## src/rtl/synth_pkg.sv

```systemverilog
// Shared definitions for the polyphonic wavetable synth:
// FSM encodings, waveform codes and small sizing helpers.
package synth_pkg;

    typedef enum logic [2:0] {
        ST_IDLE,
        ST_ADDR,
        ST_WAIT,
        ST_MAC,
        ST_DONE
    } state_t;

    typedef enum logic [2:0] {
        WAVE_SIN      = 3'd0,
        WAVE_TRUMPET  = 3'd1,
        WAVE_VIOLIN   = 3'd2,
        WAVE_CLARINET = 3'd3,
        WAVE_ORGAN    = 3'd4
    } wave_t;

    function automatic int clog2(input int n);
        int r;
        r = 0;
        for (int i = 0; i < 31; i++) begin
            if ((1 << i) < n) begin
                r = i + 1;
            end
        end
        return r;
    endfunction

    // Offset-binary midpoint (zero level) for a w-bit sample.
    function automatic int out_mid(input int w);
        return 1 << (w - 1);
    endfunction

endpackage

```

## src/rtl/synth_voice_cfg_regs.sv

```systemverilog
// Per-voice config register file: live registers written at any time,
// plus a working copy captured when a frame starts.
module synth_voice_cfg_regs
    import synth_pkg::*;
#(
    parameter int NVOICE  = 4,
    parameter int PHASE_W = 24,
    parameter int WAVE_W  = 3,
    parameter int VOL_W   = 8
) (
    input  logic                             CLK,
    input  logic                             nRST,
    input  logic                             cfg_we,
    input  logic [3:0]                       cfg_voice,
    input  logic [PHASE_W-1:0]               cfg_fcw,
    input  logic [WAVE_W-1:0]                cfg_wave,
    input  logic [VOL_W-1:0]                 cfg_vol,
    input  logic                             cfg_en,
    input  logic                             snap,
    output logic [NVOICE-1:0][PHASE_W-1:0]   fcw,
    output logic [NVOICE-1:0][WAVE_W-1:0]    wave,
    output logic [NVOICE-1:0][VOL_W-1:0]     vol,
    output logic [NVOICE-1:0]                en
);

    logic [NVOICE-1:0][PHASE_W-1:0] live_fcw;
    logic [NVOICE-1:0][WAVE_W-1:0]  live_wave;
    logic [NVOICE-1:0][VOL_W-1:0]   live_vol;
    logic [NVOICE-1:0]              live_en;

    always_ff @(posedge CLK) begin
        if (!nRST) begin
            live_fcw  <= '0;
            live_wave <= '0;
            live_vol  <= '0;
            live_en   <= '0;
            fcw       <= '0;
            wave      <= '0;
            vol       <= '0;
            en        <= '0;
        end else begin
            // Out-of-range voice indices match no entry and are dropped.
            for (int i = 0; i < NVOICE; i++) begin
                if (cfg_we && int'(cfg_voice) == i) begin
                    live_fcw[i]  <= cfg_fcw;
                    live_wave[i] <= cfg_wave;
                    live_vol[i]  <= cfg_vol;
                    live_en[i]   <= cfg_en;
                end
            end
            if (snap) begin
                fcw  <= live_fcw;
                wave <= live_wave;
                vol  <= live_vol;
                en   <= live_en;
            end
        end
    end

endmodule

```

## src/rtl/dds_poly_wavetable_engine.sv

```systemverilog
// Polyphonic DDS wavetable engine: voices share one ROM, are scaled,
// summed and saturated into one offset-binary sample per frame.
module dds_poly_wavetable_engine
    import synth_pkg::*;
#(
    parameter int NVOICE  = 4,
    parameter int PHASE_W = 24,
    parameter int ADDR_W  = 9,
    parameter int WAVE_W  = 3,
    parameter int DATA_W  = 16,
    parameter int VOL_W   = 8,
    parameter int OUT_W   = 10
) (
    input  logic                     CLK,
    input  logic                     nRST,
    input  logic                     sample_tick,
    input  logic                     cfg_we,
    input  logic [3:0]               cfg_voice,
    input  logic [PHASE_W-1:0]       cfg_fcw,
    input  logic [WAVE_W-1:0]        cfg_wave,
    input  logic [VOL_W-1:0]         cfg_vol,
    input  logic                     cfg_en,
    output logic [WAVE_W+ADDR_W-1:0] rom_addr,
    input  logic [DATA_W-1:0]        rom_data,
    output logic [OUT_W-1:0]         sample_out,
    output logic                     sample_valid,
    output logic                     busy,
    output logic                     overrun
);

    localparam int VIDX_W = (NVOICE > 1) ? clog2(NVOICE) : 1;
    localparam int PROD_W = DATA_W + VOL_W + 1;
    localparam int ACC_W  = PROD_W + clog2(NVOICE);
    localparam int SHIFT  = DATA_W + VOL_W - OUT_W;

    localparam logic signed [ACC_W-1:0] Y_MAX = ACC_W'(out_mid(OUT_W) - 1);
    localparam logic signed [ACC_W-1:0] Y_MIN = -ACC_W'(out_mid(OUT_W));
    localparam logic [OUT_W-1:0] MID = OUT_W'(out_mid(OUT_W));

    state_t state_q;
    state_t state_d;

    logic [VIDX_W-1:0]              voice;
    logic signed [ACC_W-1:0]        acc;
    logic [NVOICE-1:0][PHASE_W-1:0] phase;

    logic [NVOICE-1:0][PHASE_W-1:0] fcw_s;
    logic [NVOICE-1:0][WAVE_W-1:0]  wave_s;
    logic [NVOICE-1:0][VOL_W-1:0]   vol_s;
    logic [NVOICE-1:0]              en_s;

    logic                     accept;
    logic                     last;
    logic signed [DATA_W-1:0] samp;
    logic signed [PROD_W-1:0] prod;
    logic signed [ACC_W-1:0]  y;
    logic [OUT_W-1:0]         y_sat;

    assign accept = (state_q == ST_IDLE) && sample_tick;
    assign last   = (voice == VIDX_W'(NVOICE - 1));

    synth_voice_cfg_regs #(
        .NVOICE  (NVOICE),
        .PHASE_W (PHASE_W),
        .WAVE_W  (WAVE_W),
        .VOL_W   (VOL_W)
    ) u_cfg (
        .CLK       (CLK),
        .nRST      (nRST),
        .cfg_we    (cfg_we),
        .cfg_voice (cfg_voice),
        .cfg_fcw   (cfg_fcw),
        .cfg_wave  (cfg_wave),
        .cfg_vol   (cfg_vol),
        .cfg_en    (cfg_en),
        .snap      (accept),
        .fcw       (fcw_s),
        .wave      (wave_s),
        .vol       (vol_s),
        .en        (en_s)
    );

    always_ff @(posedge CLK) begin
        if (!nRST) begin
            state_q <= ST_IDLE;
        end else begin
            state_q <= state_d;
        end
    end

    always_comb begin
        state_d = state_q;
        unique case (state_q)
            ST_IDLE: if (sample_tick) state_d = ST_ADDR;
            ST_ADDR: state_d = ST_WAIT;
            ST_WAIT: state_d = ST_MAC;
            ST_MAC:  state_d = last ? ST_DONE : ST_ADDR;
            ST_DONE: state_d = ST_IDLE;
            default: state_d = ST_IDLE;
        endcase
    end

    // ROM word is offset-binary; flipping the MSB gives two's complement.
    always_comb begin
        samp = {~rom_data[DATA_W-1], rom_data[DATA_W-2:0]};
        prod = PROD_W'(samp) * PROD_W'($signed({1'b0, vol_s[voice]}));
    end

    always_comb begin
        y = acc >>> SHIFT;
        if (y > Y_MAX) begin
            y_sat = Y_MAX[OUT_W-1:0];
        end else if (y < Y_MIN) begin
            y_sat = Y_MIN[OUT_W-1:0];
        end else begin
            y_sat = y[OUT_W-1:0];
        end
    end

    always_ff @(posedge CLK) begin
        if (!nRST) begin
            voice        <= '0;
            acc          <= '0;
            phase        <= '0;
            rom_addr     <= '0;
            sample_out   <= MID;
            sample_valid <= 1'b0;
            busy         <= 1'b0;
            overrun      <= 1'b0;
        end else begin
            sample_valid <= 1'b0;
            overrun      <= sample_tick && (state_q != ST_IDLE);
            unique case (state_q)
                ST_IDLE: begin
                    if (sample_tick) begin
                        acc   <= '0;
                        busy  <= 1'b1;
                        voice <= '0;
                    end
                end
                ST_ADDR: begin
                    rom_addr <= {wave_s[voice],
                                 phase[voice][PHASE_W-1 -: ADDR_W]};
                end
                ST_WAIT: begin
                end
                ST_MAC: begin
                    if (en_s[voice]) begin
                        acc          <= acc + ACC_W'(prod);
                        phase[voice] <= phase[voice] + fcw_s[voice];
                    end else begin
                        phase[voice] <= '0;
                    end
                    voice <= voice + VIDX_W'(1);
                end
                ST_DONE: begin
                    sample_out   <= {~y_sat[OUT_W-1], y_sat[OUT_W-2:0]};
                    sample_valid <= 1'b1;
                    busy         <= 1'b0;
                end
                default: begin
                end
            endcase
        end
    end

endmodule

```

## config.mk

```make
export PLATFORM = sky130hd
export DESIGN_NAME = dds_poly_wavetable_engine
export DESIGN_NICKNAME = d
export VERILOG_FILES = /design/src/rtl/synth_pkg.sv /design/src/rtl/synth_voice_cfg_regs.sv /design/src/rtl/dds_poly_wavetable_engine.sv
export SDC_FILE = /design/constraint.sdc
export NUM_CORES = 1
export LEC_CHECK = 0
export ABC_AREA = 1
export CORE_MARGIN = 10
export CORE_UTILIZATION = 56
export CTS_BUF_LIST = sky130_fd_sc_hd__clkbuf_4
export DETAILED_ROUTE_END_ITERATION = 12
export PLACE_DENSITY = 0.75
export SYNTH_ARGS = -nofsm -noshare
export SYNTH_HDL_FRONTEND = slang
export SYNTH_SLANG_ARGS = --single-unit
```

## constraint.sdc

```tcl
create_clock -name CLK -period 13 [get_ports CLK]
set_input_delay 1.3 -clock CLK [delete_from_list [all_inputs] [get_ports CLK]]
set_output_delay 1.3 -clock CLK [all_outputs]
set_load 0.01 [all_outputs]
```

==> flow_summary_export.csv, run 1 <==
group,metric,value,unit
sta,grt_setup_unrepaired,"false",
logic_synthesis,ys_seq_elements,441,
clocking,ctsResizeCount,0,
sta,hold_viol,0,
floorplanning,core,43270,um2
logic_synthesis,synth_flop_cell,"dfxtp_1",
placement,portBuffers,84,
drt,routedWlPerCell,16.17,um
drt,drt_iter0_drc,2087,
global_routing,global_route.usage.total,24.41,%
critical_path,crit_required,13.66,ns
sta,finalClockSkew,0.05926,ns
logic_synthesis,synth-edff-count,0,
final_layout,design_area,26960,um2
critical_path,critical_path_class,"register to register",
critical_path,path_max_fanout,63,
placement,gp_congestion,0.9558,
critical_path,max_stage_delay,0.64,ns
critical_path,slowest_stage,"buf_4",
sta,setup_viol,0,
placement,post-dp-hpwl,44330,um
critical_path,critical_path.top_delay_family,"adder cells",
drt,first_pass_iters,5,
final_layout,syn_to_final_growth,9.734,%
final_layout,nNetsFinal,3668,
drt,vias,22420,
status,status,"complete, no violations",
critical_path,cp_cell_sequence,"buf_4 > a21oi_1 > o21ai_0 > nand2_1 > inv_1 > nand2_1 > fa_1 > inv_1 > fa_1 > fa_1 > fa_1 > inv_1 > fa_1 > inv_1 > ha_1 > nand2_1 > nor2_1 > inv_1 > nor2_1 > nand4_1 > nand3_1 > nand2_1 > nand3_1 > a21oi_1",
power,power.total,3.613,mW
critical_path,critPathLaunchType,"register",
sta,period_share,49.62,%
global_routing,grt_pass1_wl,107000,um
floorplanning,ios,85,
sta,worst_pin_slew,1.116,ns
final_layout,drive_above_1_share,7.094,%
sta,fmax,155.0,MHz
clocking,clkSinkCount,441,
clocking,clk_pin_slew,0.07,ns
clocking,clockBufferDepth,3,
drt,via_per_inst,5.511,
placement,placed_area,25470,um2
power,pwr_density_cell,134.0,nW/um2
power,pwr-share-seq,40.0,%
global_routing,grt_start_max_net_pins,134,
global_routing,grt_pass1_vias,21480,
floorplanning,die_w,229.4,um
sta,hold_slack,0.4309,ns
global_routing,antenna_found_initial,2,
clocking,numCtsBuffers,112,
power,ir_worst_vdd,101.3,uV
power,p_leak,11.78,nW
power,power_switching,1.234,mW
power,comb_power_share,26.3,%
power,swShare,34.17,%
critical_path,arrival,7.11,ns
flow_run,drv_cap,0,
logic_synthesis,syn_nets,3631,
global_routing,overflow,0,
clocking,tritoncts,"done",
drt,routed_wl,65790,um
critical_path,end_kind,"register",
clocking,cts-root-buf,"clkbuf_4",
floorplanning,std_cell_rows,76,
floorplanning,die_area,52640,um2
clocking,post_cts_buffers,0,
clocking,insertion_delay,0.86,ns
power,clock_power_share,33.7,%
floorplanning,fp.dieH,229.4,um
logic_synthesis,syn_avg_cell_area,7.317,um2
logic_synthesis,synth_area,24560,um2
drt,drc,0,
final_layout,utilization,62.30,%
logic_synthesis,synthCells,3357,
sta,slew_viol_final,0,
sta,setup_tns,0,ns
power,p_int,2.378,mW
min_path,hold_class,"register to register",
sta,slew_headroom,25.61,%
logic_synthesis,ys_types,45,
logic_synthesis,yosys_warnings,0,
floorplanning,start_util,56.78,%
clocking,htree_levels,3,
logic_synthesis,async_reset_ff_share,0,%
critical_path,worst-path-buf-inv,6,
clocking,cts_hold_buffers,0,
sta,fin_crit,6.451,ns
drt,ant_nets,0,
logic_synthesis,yosysSeqAreaShare,35.94,%
-- registers in the layout (all words and copies together) (netlist names) --
| signal | cells |
|---|---|
| u_cfg.wave | 12 |
| u_cfg.live_wave | 12 |
| voice | 2 |
| u_cfg.live_en | 4 |
| overrun | 1 |
| rom_addr | 12 |
| acc | 27 |
| u_cfg.en | 4 |
| u_cfg.live_fcw | 96 |
| phase | 96 |
| u_cfg.live_vol | 32 |
| sample_valid | 1 |
| u_cfg.fcw | 96 |
| busy | 1 |
| state_q | 3 |
| sample_out | 10 |
| u_cfg.vol | 32 |
-- synth_stat cells, types with 2 or more instances --
| library cell | n | area share, % |
|---|---|---|
| nand2_1 | 494 | 7.5 |
| inv_1 | 463 | 7.1 |
| o21ai_0 | 442 | 9.0 |
| dfxtp_1 | 441 | 36 |
| a21oi_1 | 438 | 8.9 |
| nor2_1 | 388 | 5.9 |
| fa_1 | 128 | 10 |
| clkbuf_1 | 107 | 1.6 |
| ha_1 | 86 | 4.4 |
| nand4_1 | 80 | 2.0 |
| nand3_1 | 74 | 1.5 |
| buf_2 | 53 | 1.1 |
| o22ai_1 | 46 | 1.2 |
| buf_4 | 14 | 0.43 |
| o21ai_1 | 14 | 0.29 |
| inv_2 | 13 | 0.20 |
| or2_2 | 8 | 0.20 |
| buf_6 | 7 | 0.32 |
| nand3b_1 | 6 | 0.18 |
| and2_1 | 5 | 0.13 |
| nor3_1 | 5 | 0.10 |
| o211ai_1 | 5 | 0.15 |
| a21oi_2 | 3 | 0.11 |
| nor2_4 | 3 | 0.14 |
| o21a_1 | 3 | 0.092 |
| o21bai_1 | 3 | 0.092 |
| or2_1 | 3 | 0.076 |
| buf_1 | 2 | 0.031 |
| nand2_2 | 2 | 0.051 |
| nand4_2 | 2 | 0.10 |
| nor2_2 | 2 | 0.051 |
| o21ai_2 | 2 | 0.071 |
| xnor2_1 | 2 | 0.071 |
| xor2_1 | 2 | 0.071 |
-- power groups by stage --
| stage | sequential [mW] | clock (mW) | combinational [mW] |
|---|---|---|---|
| 4_1_cts | 1.45 | 1.24 | 0.947 |
| 5_1_grt | 1.45 | 1.32 | 1.09 |
| 2_1_floorplan | 1.47 | 0 | 0.705 |
| 6_report | 1.45 | 1.22 | 0.949 |
| 3_3_place_gp | 1.47 | 0 | 0.922 |
| 3_5_place_dp | 1.48 | 0 | 0.940 |
-- per-layer routing --
| layer | vias up | track usage, % | wire length [um] |
|---|---|---|---|
| met5 | - | 0 | 17 |
| met4 | 2 | 7.697 | 1219 |
| met3 | 111 | 4.660 | 4988 |
| met2 | 744 | 38.46 | 29630 |
| met1 | 10530 | 33.22 | 29930 |
| li1 | 11030 | - | - |
-- per-stage QoR --
| step | setup slack (ns) | std cells |
|---|---|---|
| after floorplan | 7.436 | 3357 |
| after global placement | 6.484 | 3865 |
| after detailed placement | 6.423 | 3865 |
| after CTS | 6.717 | 4067 |
| after global routing | 6.226 | 4068 |
| final | 6.549 | 4068 |
-- area by class of cell --
| type | instances | area, um2 |
|---|---|---|
| antenna | 1 | 2.502 |
| inverter | 479 | 1803 |
| sequential | 441 | 8833 |
| clock buffer | 162 | 1216 |
| timing repair buffer | 106 | 1007 |
| clock inverter | 40 | 270.3 |
| tap | 585 | 732.0 |
| fill | 4001 | 16310 |
| multi-input combinational | 2254 | 13090 |
-- final timing paths --
kind,start,to,slack (ns),depth (start not counted)
setup / recovery,voice[1]$_SDFFE_PN0P_,acc[18]$_SDFFE_PN0P_,6.55,24
hold / removal,u_cfg.live_fcw[94]$_SDFFE_PN0P_,u_cfg.fcw[94]$_SDFFE_PN0P_,0.43,2
setup reg to reg,voice[1]$_SDFFE_PN0P_,acc[18]$_SDFFE_PN0P_,6.55,24
hold reg to reg,u_cfg.live_fcw[94]$_SDFFE_PN0P_,u_cfg.fcw[94]$_SDFFE_PN0P_,0.43,2
-- cells by family after synthesis --
kind of cell,synth area share (%)
adders and majority gates,14.81
buffers and inverters,10.83
and+or+nand+nor,18.28
xor gates and xnor gates,0.1426
DFF,35.94
AOI/OAI and AO/OA,20.00
-- cell usage in the layout, fill, tap and decap left out, types with 71 or more instances in the layout --
| master | count |
|---|---|
| o21ai_0 | 442 |
| clkdlybuf4s50_1 | 83 |
| fa_1 | 128 |
| a21oi_1 | 438 |
| nand3_1 | 71 |
| dfxtp_1 | 439 |
| nand2_1 | 494 |
| ha_1 | 86 |
| inv_1 | 463 |
| nand4_1 | 80 |
| clkbuf_4 | 162 |
| nor2_1 | 388 |
-- worst register-to-register path, cell delays in order (launching register included) --
cell and delay (ns):
dfxtp_2 0.34, buf_4 0.64, a21oi_1 0.10, o21ai_0 0.11
nand2_1 0.44, inv_1 0.33, nand2_1 0.12, fa_1 0.59
inv_1 0.08, fa_1 0.55, fa_1 0.43, fa_1 0.49
inv_1 0.05, fa_1 0.47, inv_1 0.04, ha_1 0.36
nand2_1 0.14, nor2_1 0.26, inv_1 0.09, nor2_1 0.21
nand4_1 0.17, nand3_1 0.12, nand2_1 0.05, nand3_1 0.09
a21oi_1 0.06
No activity file was read; power rests on OpenSTA's default activity.
==> run 2, diff against run 1 <==
--- a/config.mk
+++ b/config.mk
@@ -10,7 +10,7 @@
 export CORE_UTILIZATION = 56
 export CTS_BUF_LIST = sky130_fd_sc_hd__clkbuf_4
 export DETAILED_ROUTE_END_ITERATION = 12
-export PLACE_DENSITY = 0.75
+export PLACE_DENSITY = 0.78
 export SYNTH_ARGS = -nofsm -noshare
 export SYNTH_HDL_FRONTEND = slang
 export SYNTH_SLANG_ARGS = --single-unit
==> constraint.sdc (replaced) <==
create_clock -name CLK -period 5.82 [get_ports CLK]
set_input_delay 0.582 -clock CLK [delete_from_list [all_inputs] [get_ports CLK]]
set_output_delay 0.582 -clock CLK [all_outputs]
set_load 0.01 [all_outputs]
==> run 2 against run 1 <==
  * Wire length up 0.98%
  * Design area up 0.71%
  * Maximum frequency up 18%
  * Sequential power up 120%
  * Critical path type unchanged
  * Highest routed layer is now met4
==> flow_summary_export.csv, run 2 (synthesis gave the netlist of run 1 again) <==
group,metric,value,unit
power,ir_worst_vdd,211.3,uV
drt,first_pass_iters,8,
critical_path,reg2reg_depth,27,
drt,drc,0,
final_layout,multiInputGateArea,13140,um2
clocking,numCtsBuffers,112,
global_routing,antenna_found_initial,3,
floorplanning,die_w,229.4,um
global_routing,global_route.usage.total,24.75,%
min_path,hold_class,"primary input to register",
min_path,hold_path_end,"u_cfg.live_vol[19]$_SDFFE_PN0P_",
critical_path,critPathLaunchType,"register",
floorplanning,core,43270,um2
final_layout,final_common_cell,"nand2_1",
placement,place_ws,0.08725,ns
critical_path,end_kind,"register",
floorplanning,die_area,52640,um2
clocking,cts-root-buf,"clkbuf_4",
sta,finalClockSkew,0.07324,ns
drt,routedWlPerCell,16.24,um
power,pwr_density_cell,294.7,nW/um2
final_layout,syn_to_final_growth,10.51,%
status,status,"complete, no violations",
drt,routed_wl,66430,um
floorplanning,fp.dieH,229.4,um
power,power.total,8.000,mW
clocking,clockBufferDepth,3,
sta,fin_crit,5.476,ns
final_layout,n_fill_cell,3844,
final_layout,nNetsFinal,3697,
clocking,tritoncts,"done",
floorplanning,std_cell_rows,76,
drt,drt_iter0_drc,1984,
sta,worst_pin_slew,1.072,ns
sta,setup_ws,0.3441,ns
floorplanning,start_util,56.78,%
critical_path,path_max_fanout,8,
min_path,min_from,"nRST",
global_routing,grt_pass1_vias,22410,
clocking,clk_pin_slew,0.07,ns
global_routing,overflow,0,
critical_path,critical_path_class,"register to register",
clocking,htree_levels,3,
drt,ant_nets,0,
critical_path,r2r_end,"acc[25]$_SDFFE_PN0P_",
drt,via_per_inst,5.517,
sta,setup_viol,0,
critical_path,worst-r2r-setup-slack,0.34,ns
sta,period_share,94.09,%
power,p_leak,11.86,nW
final_layout,drive_above_1_share,8.050,%
final_layout,reg_top3,"phase: 96 flops, u_cfg.fcw: 96 flops, u_cfg.live_fcw: 96 flops",
critical_path,crit_required,6.55,ns
critical_path,arrival,6.20,ns
placement,post-dp-hpwl,45130,um
placement,portBuffers,84,
sta,slew_viol_final,0,
clocking,insertion_delay,0.87,ns
floorplanning,ios,85,
clocking,clkSinkCount,441,
clocking,cts_hold_buffers,0,
global_routing,grt_pass1_wl,109300,um
global_routing,grt_start_max_net_pins,122,
final_layout,mostFrequentLayoutCells,"nand2_1 (490), inv_1 (463), o21ai_0 (439), dfxtp_1 (439), a21oi_1 (436)",
sta,hold_slack,0.2683,ns
min_path,holdPathStages,3,
sta,fmax,182.6,MHz
placement,gp_congestion,0.9682,
sta,grt_setup_unrepaired,"true",
sta,hold_viol,0,
flow_run,drv_cap,0,
drt,vias,22570,
final_layout,ff_latch_area,8833,um2
critical_path,reg2reg_from,"voice[1]$_SDFFE_PN0P_",
sta,slew_headroom,28.56,%
==> run 2: changes by cell type in the layout (fill, tap and decap cells not counted), moves of 3 or more <==
cell and delta:
nor2_1 -8, ha_1 -3, o21ai_0 -3, nand2_1 -4
nand2_2 +4, ha_2 +3, o21ai_1 +3, clkbuf_4 -8
buf_4 +27, clkinv_2 -4, clkinv_1 +5, nor2_2 +8
==> run 2: layout make-up <==
class                      count  share of cell area (%)
clock inverter                40                  0.8204
multi-input combinational   2254                   48.41
inverter                     479                   6.651
tap                          585                   2.696
antenna                        2                 0.01844
sequential                   441                   32.54
timing repair buffer         135                   4.605
clock buffer                 154                   4.259
==> run 2: worst max-delay path: stages (launching register included) <==
cell,delay (ns)
dfxtp_2,0.39
inv_2,0.05
buf_4,0.16
a21oi_1,0.10
o21ai_0,0.12
nand2_2,0.18
buf_4,0.19
nor2_1,0.07
fa_1,0.44
fa_1,0.50
inv_1,0.06
fa_1,0.54
inv_1,0.05
fa_1,0.48
inv_1,0.05
fa_1,0.48
inv_1,0.05
ha_2,0.37
nand2_1,0.12
nor2_2,0.19
nand2_1,0.08
nand3_1,0.19
buf_4,0.16
nand2_1,0.06
nand3_1,0.08
nand2_1,0.05
nand3_1,0.06
a21oi_1,0.06
==> run 2: what timing repair did <==
item / CTS / global route
resized for setup: 0 / 26
setup endpoints to repair: 0 / 18
setup buffers: 0 / 2
==> run 2: report_power, final <==
| part | internal [mW] | leakage (nW) | switching (mW) |
|---|---|---|---|
| sequential | 3.16 | 3.59 | 0.0669 |
| combinational | 0.787 | 7.46 | 1.44 |
| clock | 1.27 | 0.817 | 1.27 |
| total | 5.23 | 11.9 | 2.77 |
==> run 2: routing by layer <==
layer | up-vias | GRT usage (%) | routed length [um]
met4 | 0 | 12.10 | 2472
met2 | 799 | 42.15 | 32300
met5 | - | 0 | 0
met3 | 149 | 3.943 | 3935
li1 | 11050 | - | -
met1 | 10560 | 29.94 | 27720
==> run 2: worst max path at each step <==
stage                                from              endpoint  slack, ns  cells past startpoint
detailed placement           rom_data[15]  acc[26]$_SDFFE_PN0P_       0.09                     20
floorplan           voice[0]$_SDFFE_PN0P_  acc[26]$_SDFFE_PN0P_       0.54                     26
global route        voice[1]$_SDFFE_PN0P_  acc[23]$_SDFFE_PN0P_      -0.01                     26
CTS                 voice[0]$_SDFFE_PN0P_  acc[26]$_SDFFE_PN0P_       0.15                     24
global placement             rom_data[15]  acc[26]$_SDFFE_PN0P_       0.15                     21
finish              voice[1]$_SDFFE_PN0P_  acc[25]$_SDFFE_PN0P_       0.34                     27
==> run 2: per-stage QoR <==
step           TNS [ns]  area (um2)  cells  util [%]
4_1_cts               0       27060   4086     62.54
5_1_grt        -0.02105       27140   4089     62.74
2_1_floorplan         0       24560   3357         -
6_report              0       27150   4090     62.74
3_5_place_dp          0       25680   3892     59.36
3_3_place_gp          0       25680   3892     59.36
